File: src/rtl/hvsync_generator.sv
// hvsync_generator: free-running VGA raster timing generator (640x480@60 by default).
// Ports:
//   clk        in   pixel clock, all state changes on rising edge
//   reset      in   synchronous active-high reset
//   hsync      out  horizontal sync, active-low, registered (lags hpos by one clock)
//   vsync      out  vertical sync, active-low, registered (lags vpos by one clock)
//   display_on out  combinational: beam is inside the visible area
//   hpos       out  current pixel column, 0..H_MAX
//   vpos       out  current line, 0..V_MAX
module hvsync_generator #(
    parameter int unsigned H_DISPLAY = 640,
    parameter int unsigned H_BACK    = 48,
    parameter int unsigned H_FRONT   = 16,
    parameter int unsigned H_SYNC    = 96,
    parameter int unsigned V_DISPLAY = 480,
    parameter int unsigned V_TOP     = 33,
    parameter int unsigned V_BOTTOM  = 10,
    parameter int unsigned V_SYNC    = 2
) (
    input  logic       clk,
    input  logic       reset,
    output logic       hsync,
    output logic       vsync,
    output logic       display_on,
    output logic [9:0] hpos,
    output logic [9:0] vpos
);

    localparam int unsigned CNT_W        = 10;
    localparam int unsigned H_SYNC_START = H_DISPLAY + H_FRONT;
    localparam int unsigned H_SYNC_END   = H_SYNC_START + H_SYNC - 1;
    localparam int unsigned H_MAX        = H_DISPLAY + H_BACK + H_FRONT + H_SYNC - 1;
    localparam int unsigned V_SYNC_START = V_DISPLAY + V_BOTTOM;
    localparam int unsigned V_SYNC_END   = V_SYNC_START + V_SYNC - 1;
    localparam int unsigned V_MAX        = V_DISPLAY + V_TOP + V_BOTTOM + V_SYNC - 1;

    localparam logic [CNT_W-1:0] H_MAX_C   = CNT_W'(H_MAX);
    localparam logic [CNT_W-1:0] V_MAX_C   = CNT_W'(V_MAX);
    localparam logic [CNT_W-1:0] H_SS_C    = CNT_W'(H_SYNC_START);
    localparam logic [CNT_W-1:0] H_SE_C    = CNT_W'(H_SYNC_END);
    localparam logic [CNT_W-1:0] V_SS_C    = CNT_W'(V_SYNC_START);
    localparam logic [CNT_W-1:0] V_SE_C    = CNT_W'(V_SYNC_END);
    localparam logic [CNT_W-1:0] H_DISP_C  = CNT_W'(H_DISPLAY);
    localparam logic [CNT_W-1:0] V_DISP_C  = CNT_W'(V_DISPLAY);

    logic [CNT_W-1:0] hpos_q, hpos_d;
    logic [CNT_W-1:0] vpos_q, vpos_d;
    logic             hsync_q, hsync_d;
    logic             vsync_q, vsync_d;
    logic             hmaxxed;

    // Next-state: counters wrap at their maxima; syncs decode the pre-edge counters.
    always_comb begin
        hpos_d  = hpos_q;
        vpos_d  = vpos_q;
        hsync_d = 1'b1;
        vsync_d = 1'b1;
        hmaxxed = (hpos_q == H_MAX_C);

        if (hmaxxed) begin
            hpos_d = '0;
            if (vpos_q == V_MAX_C) begin
                vpos_d = '0;
            end else begin
                vpos_d = vpos_q + CNT_W'(1);
            end
        end else begin
            hpos_d = hpos_q + CNT_W'(1);
        end

        hsync_d = !((hpos_q >= H_SS_C) && (hpos_q <= H_SE_C));
        vsync_d = !((vpos_q >= V_SS_C) && (vpos_q <= V_SE_C));
    end

    // State register; reset dominates counting at any point of the frame.
    always_ff @(posedge clk) begin
        if (reset) begin
            hpos_q  <= '0;
            vpos_q  <= '0;
            hsync_q <= 1'b1;
            vsync_q <= 1'b1;
        end else begin
            hpos_q  <= hpos_d;
            vpos_q  <= vpos_d;
            hsync_q <= hsync_d;
            vsync_q <= vsync_d;
        end
    end

    assign hpos       = hpos_q;
    assign vpos       = vpos_q;
    assign hsync      = hsync_q;
    assign vsync      = vsync_q;
    // Unregistered so it lines up with hpos/vpos in the same cycle.
    assign display_on = (hpos_q < H_DISP_C) && (vpos_q < V_DISP_C);

endmodule

File: config.mk
export PLATFORM = sky130hd
export DESIGN_NAME = hvsync_generator
export DESIGN_NICKNAME = d
export VERILOG_FILES = /design/src/rtl/hvsync_generator.sv
export SDC_FILE = /design/constraint.sdc
export NUM_CORES = 1
export LEC_CHECK = 0
export ABC_AREA = 1
export CORE_UTILIZATION = 30
export CTS_CLUSTER_DIAMETER = 80
export DETAILED_ROUTE_END_ITERATION = 10
export DONT_BUFFER_PORTS = 1
export SLEW_MARGIN = 20
export SYNTH_ARGS = -nofsm -noshare
export SYNTH_HDL_FRONTEND = slang
export SYNTH_SLANG_ARGS = --single-unit
File: constraint.sdc
create_clock -name clk -period 1.3 [get_ports clk]
set_input_delay 0.195 -clock clk [delete_from_list [all_inputs] [get_ports clk]]
set_output_delay 0.195 -clock clk [all_outputs]
set_load 0.05 [all_outputs]
Yosys cells after proc, flatten, opt, wreduce, memory -nomap -nowiden:

Cells that the tools add are included.

* add/subtract/negate cells: 2
* order comparisons: 6
* eq/ne operators: 2
* muxes and demuxes: 1
* reductions and logical operators: 6

Operators with widths (count)
* 10-bit by 1-bit adder with 10-bit output, second input constant: 2
* 10-bit equality test, second input constant: 2
* 10-bit greater-or-equal comparator, second input constant: 1
* 10-bit by 9-bit greater-or-equal comparator with 1-bit output, second input constant: 1
* 10-bit less-or-equal comparator, second input constant: 1
* 10-bit by 9-bit less-or-equal comparator with 1-bit output, second input constant: 1
* 10-bit less-than comparator, second input constant: 1
* 10-bit by 9-bit less-than comparator with 1-bit output, second input constant: 1
* 10-bit two-way mux: 1
* 1-bit logical AND: 3
* 1-bit zero test: 2
* 2-bit OR reduction: 1

* logic and storage cells: 21
* output and inout bits: 23
* register bits after elaboration: 22

Longest topological paths before layout:

Gate-level depths: netlist (run 1).

* depth after elaboration: 3
* mapped depth: 9

Worst setup path before layout (run 1):

No wires, ideal clock.

* kind: register to output
* start: register hpos_q[7], in the netlist hpos[7]
* end: output port display_on
* path buffers: 0
* stages on the path, launching flop included: 4
* required time: 1105 ps
* path slack: -778 ps
* arrival: 1883 ps
* path through: dfxtp_1 -> nor2_1 -> nor2_1 -> nor3b_1

* longest elaborated chain between the ends: 2

Ends and longest elaborated chain
* start, declared: RTL line 46 `logic [CNT_W-1:0] hpos_q, hpos_d;`
* start signal, assigned: RTL line 83 `hpos_q <= hpos_d;`
* 10-bit less-than comparator: RTL line 95 `assign display_on = (hpos_q < H_DISP_C) && (vpos_q < V_DISP_C);`
* 1-bit logical AND: RTL line 95
* end, declared: RTL line 24 `output logic display_on,`

Every way passes these cells.

Worst setup path in the final report (run 1):

* start: register hpos_q[8], in the netlist hpos[8]
* end: output port display_on

Same word-level chain as after synthesis.

==> out/results.tsv, run 1 <==
metric	value	unit
worst vdd ir	0.383	mV
Mean Syn Cell Area	7.11	um^2
final count of hold timing violations	0	
crit-path leading delay family	simple AND/OR/NAND/NOR gates	
Clock Sink Count	22	
Placement Rows	23	
Diodes inserted	0	
period utilisation layout	1.03	
Commonest cells post-synth	nand2_1, nor2_1, dfxtp_1, inv_1, nand3_1	
worst hold path class	in2reg	
Worst Path Arrival	1150	ps
Worst Max-Slew Pin Slew	482	ps
synth top area cells	dfxtp_1, nand2_1, nor2_1, inv_1, nand3_1	
max cap viols	0	
first-pass GRT wire length	5420	um
Crit-path slowest cell	dfxtp_4	
post-synthesis sequential area ratio	0.342	
vias	1310	
power density cells	642	nW/um^2
setup slack at placement	17.6	ps
RePlAce Congestion	0.872	
flops & latches, synth	22	
EDFF count, synth	0	
status	finished with violations	
Core Region	4060	um^2
Yosys warning count	0	
CTS tree	yes	
synthesized area	1290	um^2
final slew viol count	0	
setup ws final	-41.0	ps
RSZ-0062 raised after global routing	yes	
Async S/R FF share, synth	0	
largest net degree at the start of global routing	13	
placed cells	261	
Clock Latency Late Sink	260	ps
die area	4550	um^2
DP Wirelength	2360	um
Synth area leader	dfxtp_1	
I/O pins	25	
Peak Freq	0.746	GHz
critical path peak fanout	2	
Total Routing Usage GR	0.157	
Critical Path, Cell by Cell	nor2_4 > nor2_2 > nor3b_4 > buf_12	
CP max stage delay	350	ps
predominant post-synthesis flop cell	dfxtp_1	
DR iter-0 viols	54	
Post-Syn Instances	181	
depth of the CTS H-tree	1	
violated checks	setup timing	
Initial Util	0.317	
port bufs	0	
Clk Tree Root Cell	clkbuf_8	
Buf+Inv Stages, Crit Path	1	
non-filler instance count after layout	273	
Worst-path clk slew	80	ps
most frequent cell after synthesis	nand2_1	
Final setup viols	1	
vias in the first global route	1192	
CP Data Required Time	1110	ps
Period minus WS final	1340	ps
GRT overflow	0	
drt first pass iters	4	
Area Growth Syn to Fin	55.8	%
Synth top area share	0.342	
WS Path Type	reg2out	
clk_skew	4.46	ps
Die Y	67.5	um
initial antenna violation count	0	
Worst Setup End Kind	output port	
CP startpoint kind	register	
CTS Buf Count	3	
total wire length	3390	um
syn nets	188	
P_leak	0.000831	uW
Final #Nets	231	
max_slew headroom	0.678	
ANT nets after route	0	
layout cell share with drive strength beyond 1	0.511	
fillcell total	366	
R2R Setup Slk	30	ps
die width	67.5	um
Max clock buf depth	2	
DRC	0	
WL/cell	12.4	um
Vias per Instance	4.80	
Yosys cell types	26	
==> sequential cells by signal, indices dropped and copies added, names as in the netlist <==
signal	cells
hsync	1
vsync	1
hpos	10
vpos	10
==> kinds of logic after synthesis <==
kind of cell,count (synthesis),share of synthesized area
AOI/OAI and AO/OA,12,0.0486
and+or+nand+nor,116,0.471
DFF,22,0.342
adders and majority gates,5,0.0486
xor gates and xnor gates,3,0.0204
buffers and inverters,23,0.0691
==> layout by cell type (no fill, tap or decap), types with 4 or more instances in the layout <==
| cell | instances |
|---|---|
| nand2_1 | 36 |
| buf_4 | 28 |
| nor2_1 | 23 |
| inv_1 | 15 |
| dfxtp_4 | 10 |
| dfxtp_2 | 10 |
| nor2_4 | 9 |
| nor2_2 | 7 |
| nand4_1 | 7 |
| nand3_1 | 7 |
| nand3_2 | 7 |
| a21oi_1 | 6 |
| inv_2 | 4 |
| clkbuf_8 | 4 |
| buf_6 | 4 |
==> power by group <==
group          leakage (uW)  internal, uW  switching [uW]
Combinational      0.000612          44.0            67.5
Clock             0.0000288           270             228
Sequential         0.000191           664            11.8
Total              0.000831           979             308
==> layout make-up <==
class / instances / area (um^2) / area share
clock buffer: 4 / 55.1 / 0.0275
tap: 50 / 62.6 / 0.0312
inverter: 23 / 98.8 / 0.0493
sequential: 22 / 490 / 0.245
timing repair buffer: 38 / 355 / 0.177
multi-input combinational: 136 / 942 / 0.470
==> metrics by stage <==
step	power, uW	cell area, um^2	setup TNS, ps	util	hold WS, ps
after detailed placement	786	1660	0	0.409	262
after global routing	1340	2000	-649	0.494	38.3
after CTS	1280	1770	-58.0	0.436	48.2
final	1290	2000	-41.0	0.494	48.5
after global placement	785	1660	0	0.409	261
after floorplan	766	1350	-370	-	257
==> path summary, 6_finish.rpt <==
path	cells past startpoint	end	from
setup / recovery	4	display_on	hpos[8]$_SDFF_PP0_
hold / removal	2	vsync$_SDFF_PP1_	reset
setup reg to reg	6	hpos[8]$_SDFF_PP0_	hpos[1]$_SDFF_PP0_
hold reg to reg	2	vsync$_SDFF_PP1_	vpos[2]$_SDFFE_PP0N_
==> routing by layer <==
| layer | vias to the layer above | share of wire | global-route usage |
|---|---|---|---|
| met5 | - | 0 | 0 |
| met4 | 0 | 0.011 | 0.0532 |
| met3 | 4 | 0.040 | 0.0220 |
| met2 | 34 | 0.48 | 0.240 |
| met1 | 605 | 0.47 | 0.222 |
| li1 | 667 | - | - |
==> what timing repair did <==
item                                    CTS  global route
cloned                                    0             0
hold buffers                              1             0
buffers inserted                          4             3
pin swaps                                 2            25
endpoints found under the hold margin     3             0
endpoints found under the setup margin    1            13
resized for setup                         7            54
Power figures use the tool's default switching activity.
==> run 2: changes to the inputs <==
--- a/config.mk
+++ b/config.mk
@@ -5,11 +5,12 @@
 export SDC_FILE = /design/constraint.sdc
 export NUM_CORES = 1
 export LEC_CHECK = 0
-export ABC_AREA = 1
+export CAP_MARGIN = 30
 export CORE_UTILIZATION = 30
 export CTS_CLUSTER_DIAMETER = 80
 export DETAILED_ROUTE_END_ITERATION = 10
 export DONT_BUFFER_PORTS = 1
+export SKIP_LAST_GASP = 1
 export SLEW_MARGIN = 20
 export SYNTH_ARGS = -nofsm -noshare
 export SYNTH_HDL_FRONTEND = slang
==> out/results.tsv, run 2 <==
metric	value	unit	change
Total Routing Usage GR	0.156		-0.00104
hold depth	2		unchanged
Final #Nets	170		-26%
worst hold path class	in2reg		
final slew viol count	0		unchanged
Worst-path clk slew	130	ps	+50 ps
final count of hold timing violations	0		unchanged
Period minus WS final	1710	ps	+368 ps
Setup TNS	-4730	ps	-4690 ps
die width	62.3	um	-7.6%
Area Growth Syn to Fin	56.0	%	
largest net degree at the start of global routing	13		unchanged
P_leak	0.000675	uW	-19%
drt first pass iters	4		unchanged
Max clock buf depth	2		unchanged
Worst Path Arrival	1930	ps	+780 ps
status	finished with violations		
RSZ-0062 raised after global routing	yes		
Synth top area share	0.403		+0.0608
max cap viols	0		unchanged
Final setup viols	18		+17
Diodes inserted	0		unchanged
most frequent cells in the layout	buf_4, nor2_1, dfxtp_2, dfxtp_4, buf_6		
total wire length	2800	um	-17%
max_slew headroom	0.679		about the same
GRT overflow	0		unchanged
Synth Area in Compound Gates	0.0596		+0.0109
post-synthesis sequential area ratio	0.403		+0.0608
synthesized-area fraction occupied by and/or/nand/nor cells	0.314		-0.157
clk_skew	6.09	ps	+1.63 ps
DR iter-0 viols	21		-61%
Async S/R FF share, synth	0		unchanged
fin util	0.499		+0.00491
Synth area leader	dfxtp_1		
critical path peak fanout	8		+6
Core Region	3420	um^2	-16%
worst hold start	reset		
Reg-to-Reg Start	vpos[0]$_SDFFE_PP0N_		
DP Wirelength	2030	um	-14%
overall power	1110	uW	-13%
power density cells	654	nW/um^2	+1.8%
R2R Setup Slk	-410	ps	-440 ps
violated checks	setup timing		
Vias per Instance	4.87		+1.4%
Yosys warning count	0		unchanged
Mean Syn Cell Area	8.95	um^2	+26%
flops & latches, synth	22		unchanged
syn nets	129		-31%
R2R depth	6		unchanged
adder-cell area share of the yosys netlist	0.0573		+0.00864
Clock Sink Count	22		unchanged
die area	3890	um^2	-15%
RR Endpoint	vpos[3]$_SDFFE_PP0N_		
Clk Tree Root Cell	clkbuf_4		
RePlAce Congestion	0.792		-9.2%
most common cell after layout, fill and taps aside	buf_4		
Die Y	62.3	um	-7.6%
layout cell share with drive strength beyond 1	0.525		+0.0135
Min-Delay Endpoint	hsync$_SDFF_PP1_		
Commonest cells post-synth	dfxtp_1, nor2_1, xnor2_1		
Placement Rows	21		-8.7%
placed cells	200		-23%
CP startpoint kind	register		
vias	1012		-23%
multiplexer share of the synthesized area	0.0183		+0.0183
synth top area cells	dfxtp_1, nor2_1, ha_1, xnor2_1, xor2_1		
I/O pins	25		unchanged
setup ws final	-409	ps	-368 ps
vias in the first global route	1020		-14%
ANT nets after route	0		unchanged
CTS tree	yes		
CP Data Required Time	1520	ps	+410 ps
Worst Setup End Kind	register		
first-pass GRT wire length	4750	um	-12%
setup slack at placement	-499	ps	-517 ps
synthesized area	1090	um^2	-15%
Peak Freq	0.585	GHz	-22%
port bufs	0		unchanged
Clock Latency Late Sink	320	ps	+60 ps
WL/cell	13.5	um	+8.7%
period utilisation layout	1.31		+0.283
WS Path Type	reg2reg		
Post-Syn Instances	122		-33%
main combinational cell family by area after synthesis	simple AND/OR/NAND/NOR gates		
initial antenna violation count	0		unchanged
predominant post-synthesis flop cell	dfxtp_1		
worst vdd ir	0.386	mV	+0.84%
Worst Max-Slew Pin Slew	481	ps	-0.567 ps
Initial Util	0.320		+0.00279
EDFF count, synth	0		unchanged
xor/xnor share of the synthesized area	0.104		+0.0838
depth of the CTS H-tree	1		unchanged
DRC	0		unchanged
most frequent cell after synthesis	dfxtp_1		
CTS Buf Count	3		unchanged
Yosys cell types	36		+38%
non-filler instance count after layout	208		-24%
run 2: how the worst max path moves through the flow:
stage	from	end	slack, ps	depth (start not counted)
floorplan	hpos[1]$_SDFF_PP0_	vpos[7]$_SDFFE_PP0N_	-460	5
global placement	vpos[0]$_SDFFE_PP0N_	vpos[7]$_SDFFE_PP0N_	-430	5
detailed placement	vpos[0]$_SDFFE_PP0N_	vpos[3]$_SDFFE_PP0N_	-500	6
CTS	vpos[0]$_SDFFE_PP0N_	vpos[7]$_SDFFE_PP0N_	-400	5
global route	vpos[0]$_SDFFE_PP0N_	vpos[3]$_SDFFE_PP0N_	-490	6
finish	vpos[0]$_SDFFE_PP0N_	vpos[3]$_SDFFE_PP0N_	-410	6
run 2: cell type report:
class                      instances  area, um^2
fill                             330        1710
clock buffer                       4        26.3
sequential                        22         482
timing repair buffer              42         373
multi-input combinational         88         741
inverter                           6        25.0
tap                               46        57.6
run 2: worst max-delay path: stages, from the launching register on:
cell	delay (ps)
dfxtp_4	380
inv_4	60
ha_4	110
or4b_4	470
nor4b_4	230
a41o_4	290
nor2_1	60
run 2: per-layer routing:
layer | GRT usage | share of wire | vias up
met1 | 0.194 | 0.45 | 473
met3 | 0.0423 | 0.057 | 5
met2 | 0.249 | 0.47 | 21
met4 | 0.0727 | 0.021 | 0
li1 | - | - | 513
met5 | 0 | 0 | -
run 2: power breakdown:
group	internal [uW]	switching, uW
Clock	120	220
Sequential	670	8.25
Combinational	34.8	61.4
run 2: cell families after synthesis:
family          Yosys count
simple gates             58
compound gates           10
buf+inv                  12
mux                       2
fa+ha+maj                 5
xor+xnor                 13
flops                    22
run 2: through the flow:
| stage | instance area [um^2] | hold WS [ps] |
|---|---|---|
| finish | 1700 | 18.6 |
| global route | 1700 | 25.8 |
| CTS | 1580 | 12.8 |
| detailed placement | 1490 | 264 |
| global placement | 1490 | 263 |
| floorplan | 1180 | 493 |
run 2: repair_timing:
| item | 4_1_cts | 5_1_grt |
|---|---|---|
| endpoints found under the hold margin | 5 | 0 |
| setup buffers | 2 | 3 |
| endpoints found under the setup margin | 18 | 20 |
| gates resized for setup | 11 | 27 |
| hold buffers | 1 | 0 |
| pin swaps | 4 | 12 |
==> run 3: changes to the inputs <==
--- a/config.mk
+++ b/config.mk
@@ -15,3 +15,4 @@
 export SYNTH_ARGS = -nofsm -noshare
 export SYNTH_HDL_FRONTEND = slang
 export SYNTH_SLANG_ARGS = --single-unit
+export TNS_END_PERCENT = 100
==> results of run 3 <==
No change in the layout: final DEF, timing and power equal those of run 2.
